## src/rtl/regfile_wb_arbiter.sv

```systemverilog
// Round-robin writeback arbiter for the single register-file write port, with a
// registered output stage and read-port bypass while that write is in flight.
module regfile_wb_arbiter #(
    parameter int n = 32
) (
    input  logic         clk,
    input  logic         rst,
    input  logic         stall,
    input  logic         a_valid,
    output logic         a_ready,
    input  logic [4:0]   a_rd,
    input  logic [n-1:0] a_data,
    input  logic         b_valid,
    output logic         b_ready,
    input  logic [4:0]   b_rd,
    input  logic [n-1:0] b_data,
    output logic         regWrite,
    output logic [4:0]   writeReg,
    output logic [n-1:0] writeData,
    input  logic [4:0]   readReg1,
    input  logic [4:0]   readReg2,
    output logic         fwd1_hit,
    output logic [n-1:0] fwd1_data,
    output logic         fwd2_hit,
    output logic [n-1:0] fwd2_data
);

    typedef enum logic {
        GRANT_A = 1'b0,
        GRANT_B = 1'b1
    } grant_e;

    grant_e       r_last_grant;
    logic         r_reg_write;
    logic [4:0]   r_write_reg;
    logic [n-1:0] r_write_data;

    logic w_open;
    logic w_a_nz, w_b_nz, w_a_x0, w_b_x0;
    logic w_pick_a, w_grant_a, w_grant_b;

    assign w_open = !rst && !stall;
    assign w_a_nz = a_valid && (a_rd != 5'd0);
    assign w_b_nz = b_valid && (b_rd != 5'd0);
    assign w_a_x0 = a_valid && (a_rd == 5'd0);
    assign w_b_x0 = b_valid && (b_rd == 5'd0);

    // A wins when it is the only nonzero requester, or on contention when B went last.
    assign w_pick_a  = w_a_nz && (!w_b_nz || r_last_grant == GRANT_B);
    assign w_grant_a = w_open && w_pick_a;
    assign w_grant_b = w_open && w_b_nz && !w_pick_a;

    // x0 writes are accepted and dropped so they never block the requester.
    assign a_ready = w_grant_a || (w_open && w_a_x0);
    assign b_ready = w_grant_b || (w_open && w_b_x0);

    // NOTE: sequential state uses non-blocking assignments so every register
    // samples the pre-edge values, independent of statement order.
    always_ff @(posedge clk or posedge rst) begin
        if (rst) begin
            r_last_grant <= GRANT_B;
            r_reg_write  <= 1'b0;
            r_write_reg  <= 5'd0;
            r_write_data <= '0;
        end else begin
            r_reg_write <= w_grant_a || w_grant_b;
            if (w_grant_a) begin
                r_last_grant <= GRANT_A;
                r_write_reg  <= a_rd;
                r_write_data <= a_data;
            end else if (w_grant_b) begin
                r_last_grant <= GRANT_B;
                r_write_reg  <= b_rd;
                r_write_data <= b_data;
            end
        end
    end

    assign regWrite  = r_reg_write;
    assign writeReg  = r_write_reg;
    assign writeData = r_write_data;

    assign fwd1_hit  = r_reg_write && (r_write_reg != 5'd0) && (r_write_reg == readReg1);
    assign fwd2_hit  = r_reg_write && (r_write_reg != 5'd0) && (r_write_reg == readReg2);
    assign fwd1_data = fwd1_hit ? r_write_data : '0;
    assign fwd2_data = fwd2_hit ? r_write_data : '0;

endmodule

```

## config.mk

```make
export PLATFORM = sky130hd
export DESIGN_NAME = regfile_wb_arbiter
export DESIGN_NICKNAME = d
export VERILOG_FILES = /design/src/rtl/regfile_wb_arbiter.sv
export SDC_FILE = /design/constraint.sdc
export NUM_CORES = 1
export LEC_CHECK = 0
export CELL_PAD_IN_SITES_DETAIL_PLACEMENT = 2
export CELL_PAD_IN_SITES_GLOBAL_PLACEMENT = 2
export CORE_MARGIN = 3
export CORE_UTILIZATION = 19
export DETAILED_ROUTE_END_ITERATION = 7
export PLACE_DENSITY_LB_ADDON = 0.1
export SLEW_MARGIN = 10
export SYNTH_ARGS = -nofsm -noshare
export SYNTH_HDL_FRONTEND = slang
export SYNTH_SLANG_ARGS = --single-unit
```

## constraint.sdc

```tcl
create_clock -name clk -period 3.86 [get_ports clk]
set_input_delay 0.386 -clock clk [delete_from_list [all_inputs] [get_ports clk]]
set_output_delay 0.386 -clock clk [all_outputs]
set_load 0.05 [all_outputs]
```

==> impl_metrics.py <==
metrics = {
    "global_routing": {
        "grt_pass1_vias": 3298,
        "grt_max_degree": 40,
        "grt_usage": 0.1560,
        "overflow": 0,
        "grt_pass1_wl_um": 19430,
        "antenna_found_initial": 0,
    },
    "synthesis": {
        "ys_types": 34,
        "ys_warn_count": 0,
        "synth_top_flop_cell": "dfrtp_1",
        "synth_mux_area_frac": 0.05962,
        "yosysTopAreaCellShare": 0.3540,
        "syn_avg_cell_area_sq_um": 9.045,
        "synth_top_family_by_area": "simple AND/OR/NAND/NOR gates",
        "ys_seq_area_frac": 0.3638,
        "synth-async-reset-ratio": 1.000,
        "synth-adder-area-share": 0,
        "syn_area_sq_mm": 0.002686,
        "netlist_top_cells_area": "dfrtp_1, and2_1, nand3_1",
        "synth_seq_cells": 39,
        "synthesis.nets": 386,
        "synthCells": 297,
        "synthXorXnorAreaFrac": 0.03260,
        "ys_top_cells_by_count": "nand3_1, and2_1, dfrtp_1",
        "synth_compound_area_frac": 0.1267,
        "synth_edf_count": 0,
        "synth_area_leader_cell": "dfrtp_1",
        "synthSimpleGateAreaFrac": 0.3349,
        "synth_most_common_cell": "nand3_1",
    },
    "hold_path": {
        "holdCritPathClass": "flop to flop",
        "min-delay-start": "r_last_grant$_DFFE_PP1P_",
    },
    "floorplanning": {
        "coreArea_sq_mm": 0.01356,
        "pin_count": 195,
        "start_util": 0.1981,
        "fp.dieW_um": 124.9,
        "die_area_sq_mm": 0.01560,
        "rows": 42,
        "dieHeight_um": 124.9,
    },
    "sta": {
        "min_period_ns": 3.154,
        "drv_slew": 0,
        "relSlewSlack": 0.3971,
        "period_share": 0.8171,
        "worst_pin_slew_ns": 0.9030,
        "hold_violations": 0,
        "layout_setup_ws_ns": 0.7060,
        "grt_setup_unrepaired": "no",
        "finClkSkew_ns": 0.002708,
        "setup-violations-final": 0,
        "fin_tns_setup_ns": 0,
        "fmax_mhz": 317.1,
    },
    "setup_path": {
        "r2r-start": "r_last_grant$_DFFE_PP1P_",
        "critPathLaunch": "writeReg[1]$_DFFE_PP0P_",
        "end_kind": "output pin",
        "crit_type": "flop to output pin",
        "required_ns": 3.47,
        "start_kind": "flop",
        "arrival_ns": 2.77,
        "cp_max_fo": 33,
    },
    "final_layout": {
        "final_cell_count_no_fill": 658,
        "final_core_util": 0.3625,
        "syn_to_final_growth_pct": 82.95,
        "fin_nets": 570,
        "layout-drive-gt1-share": 0.09751,
        "fin_area_sq_mm": 0.004915,
        "antenna_cells": 0,
    },
    "route": {
        "drtIter0Drc": 71,
        "vias_per_cell": 4.505,
        "wl_um": 12450,
        "ant_nets": 0,
        "drc": 0,
        "vias": 2964,
        "wl_per_cell_um": 18.92,
        "drtPass1Iterations": 4,
    },
    "placement": {
        "place_ws_ns": 0.6592,
        "dp_cells": 650,
        "gp_congestion": 0.7440,
        "hpwl_um": 9428,
        "placed_area_sq_mm": 0.004741,
        "portBuffers": 194,
    },
    "clock_tree": {
        "htree_levels": 2,
        "clk_latency_ns": 0.28,
        "cts_tree": "yes",
        "cts_resized": 0,
        "ctsHoldBuffers": 0,
        "clk_pin_slew_ns": 0.06,
        "cts-root-buf": "clkbuf_16",
        "cts_buffers": 5,
        "postCtsSetupRepairBufs": 0,
        "clock-sinks": 39,
        "clockBufferDepth": 2,
    },
    "power": {
        "ir_worst_vdd_uv": 144.7,
        "pwr_density_cell_mw_per_mm2": 398.7,
        "leakagePower_nw": 1.856,
    },
    "run": {
        "maxCapViolations": 0,
    },
    "outcome": {
        "outcome": "finished clean",
    },
}
-- through the flow --
stage	hold slack (ns)	power, mW
detailed placement	0.5222	1.486
global placement	0.5104	1.469
finish	0.5339	1.960
floorplan	0.4954	1.114
CTS	0.5347	1.991
global route	0.5511	2.063
-- cell type report --
type,instances,area (sq um)
flip-flops and latches,39,977.2
inverters,6,22.52
repair buffers,203,2017
well taps,176,220.2
clock buffers,6,138.9
fillers,1513,8643
clock inverters,2,35.03
multi-input cells,226,1504
-- cell usage in the layout (no fill, tap or decap), types with 5 or more instances in the layout --
cell | synthesis | routed
o211ai_1 | 18 | 18
nand2_1 | 19 | 19
mux2i_1 | 16 | 16
o21ai_0 | 16 | 16
dfrtp_1 | 38 | 38
and2_4 | 10 | 10
and2_2 | 6 | 6
inv_1 | 6 | 5
and2_1 | 49 | 49
xnor2_1 | 6 | 6
clkbuf_16 | 0 | 5
buf_4 | 7 | 10
clkdlybuf4s50_1 | 0 | 192
nand3_1 | 54 | 54
-- kinds of logic (layout without fill, tap and decap cells) --
logic type,count (synthesis),count (layout)
buffers and inverters,32,217
AND/OR/NAND/NOR,151,151
AO/OA/AOI/OAI,49,49
flip-flops,39,39
multiplexers,16,16
XOR/XNOR,10,10
-- state kept, by name, indices dropped and copies added (netlist names) --
signal,flops
writeData,32
r_last_grant,1
regWrite,1
writeReg,5
-- final timing paths --
path / end / slack [ns] / cells past startpoint
worst max-delay path: fwd1_data[30] / 0.71 / 6
worst min-delay path: r_last_grant$_DFFE_PP1P_ / 0.53 / 2
worst max register to register: writeReg[0]$_DFFE_PP0P_ / 2.00 / 4
worst min register to register: r_last_grant$_DFFE_PP1P_ / 0.53 / 2
max in group asynchronous: writeData[8]$_DFFE_PP0P_ / 2.62 / 2
min in group asynchronous: writeData[22]$_DFFE_PP0P_ / 0.68 / 2
-- power breakdown --
group          switching (mW)  total [mW]  leakage [nW]  internal, mW
logic                   0.534       0.863          1.29         0.329
registers               0.103       0.602         0.478         0.499
clock network           0.173       0.495        0.0868         0.322
total                   0.810        1.96          1.86          1.15
-- per-layer routing --
layer | up-vias | track usage | share of wire
met5 | - | 0 | 0
met4 | 0 | 0.02105 | 0.00080
met3 | 2 | 0.03259 | 0.051
met2 | 98 | 0.2933 | 0.53
met1 | 1471 | 0.1870 | 0.42
li1 | 1393 | - | -
-- critical path, stage by stage (launching register included) --
cell and delay [ns]:
dfrtp_1 0.45, or4_4 0.58, o21ai_4 0.21, nor4_4 0.07, buf_4 0.23, and2_1 0.22
clkdlybuf4s50_1 0.69
Power figures use the tool's default switching activity.
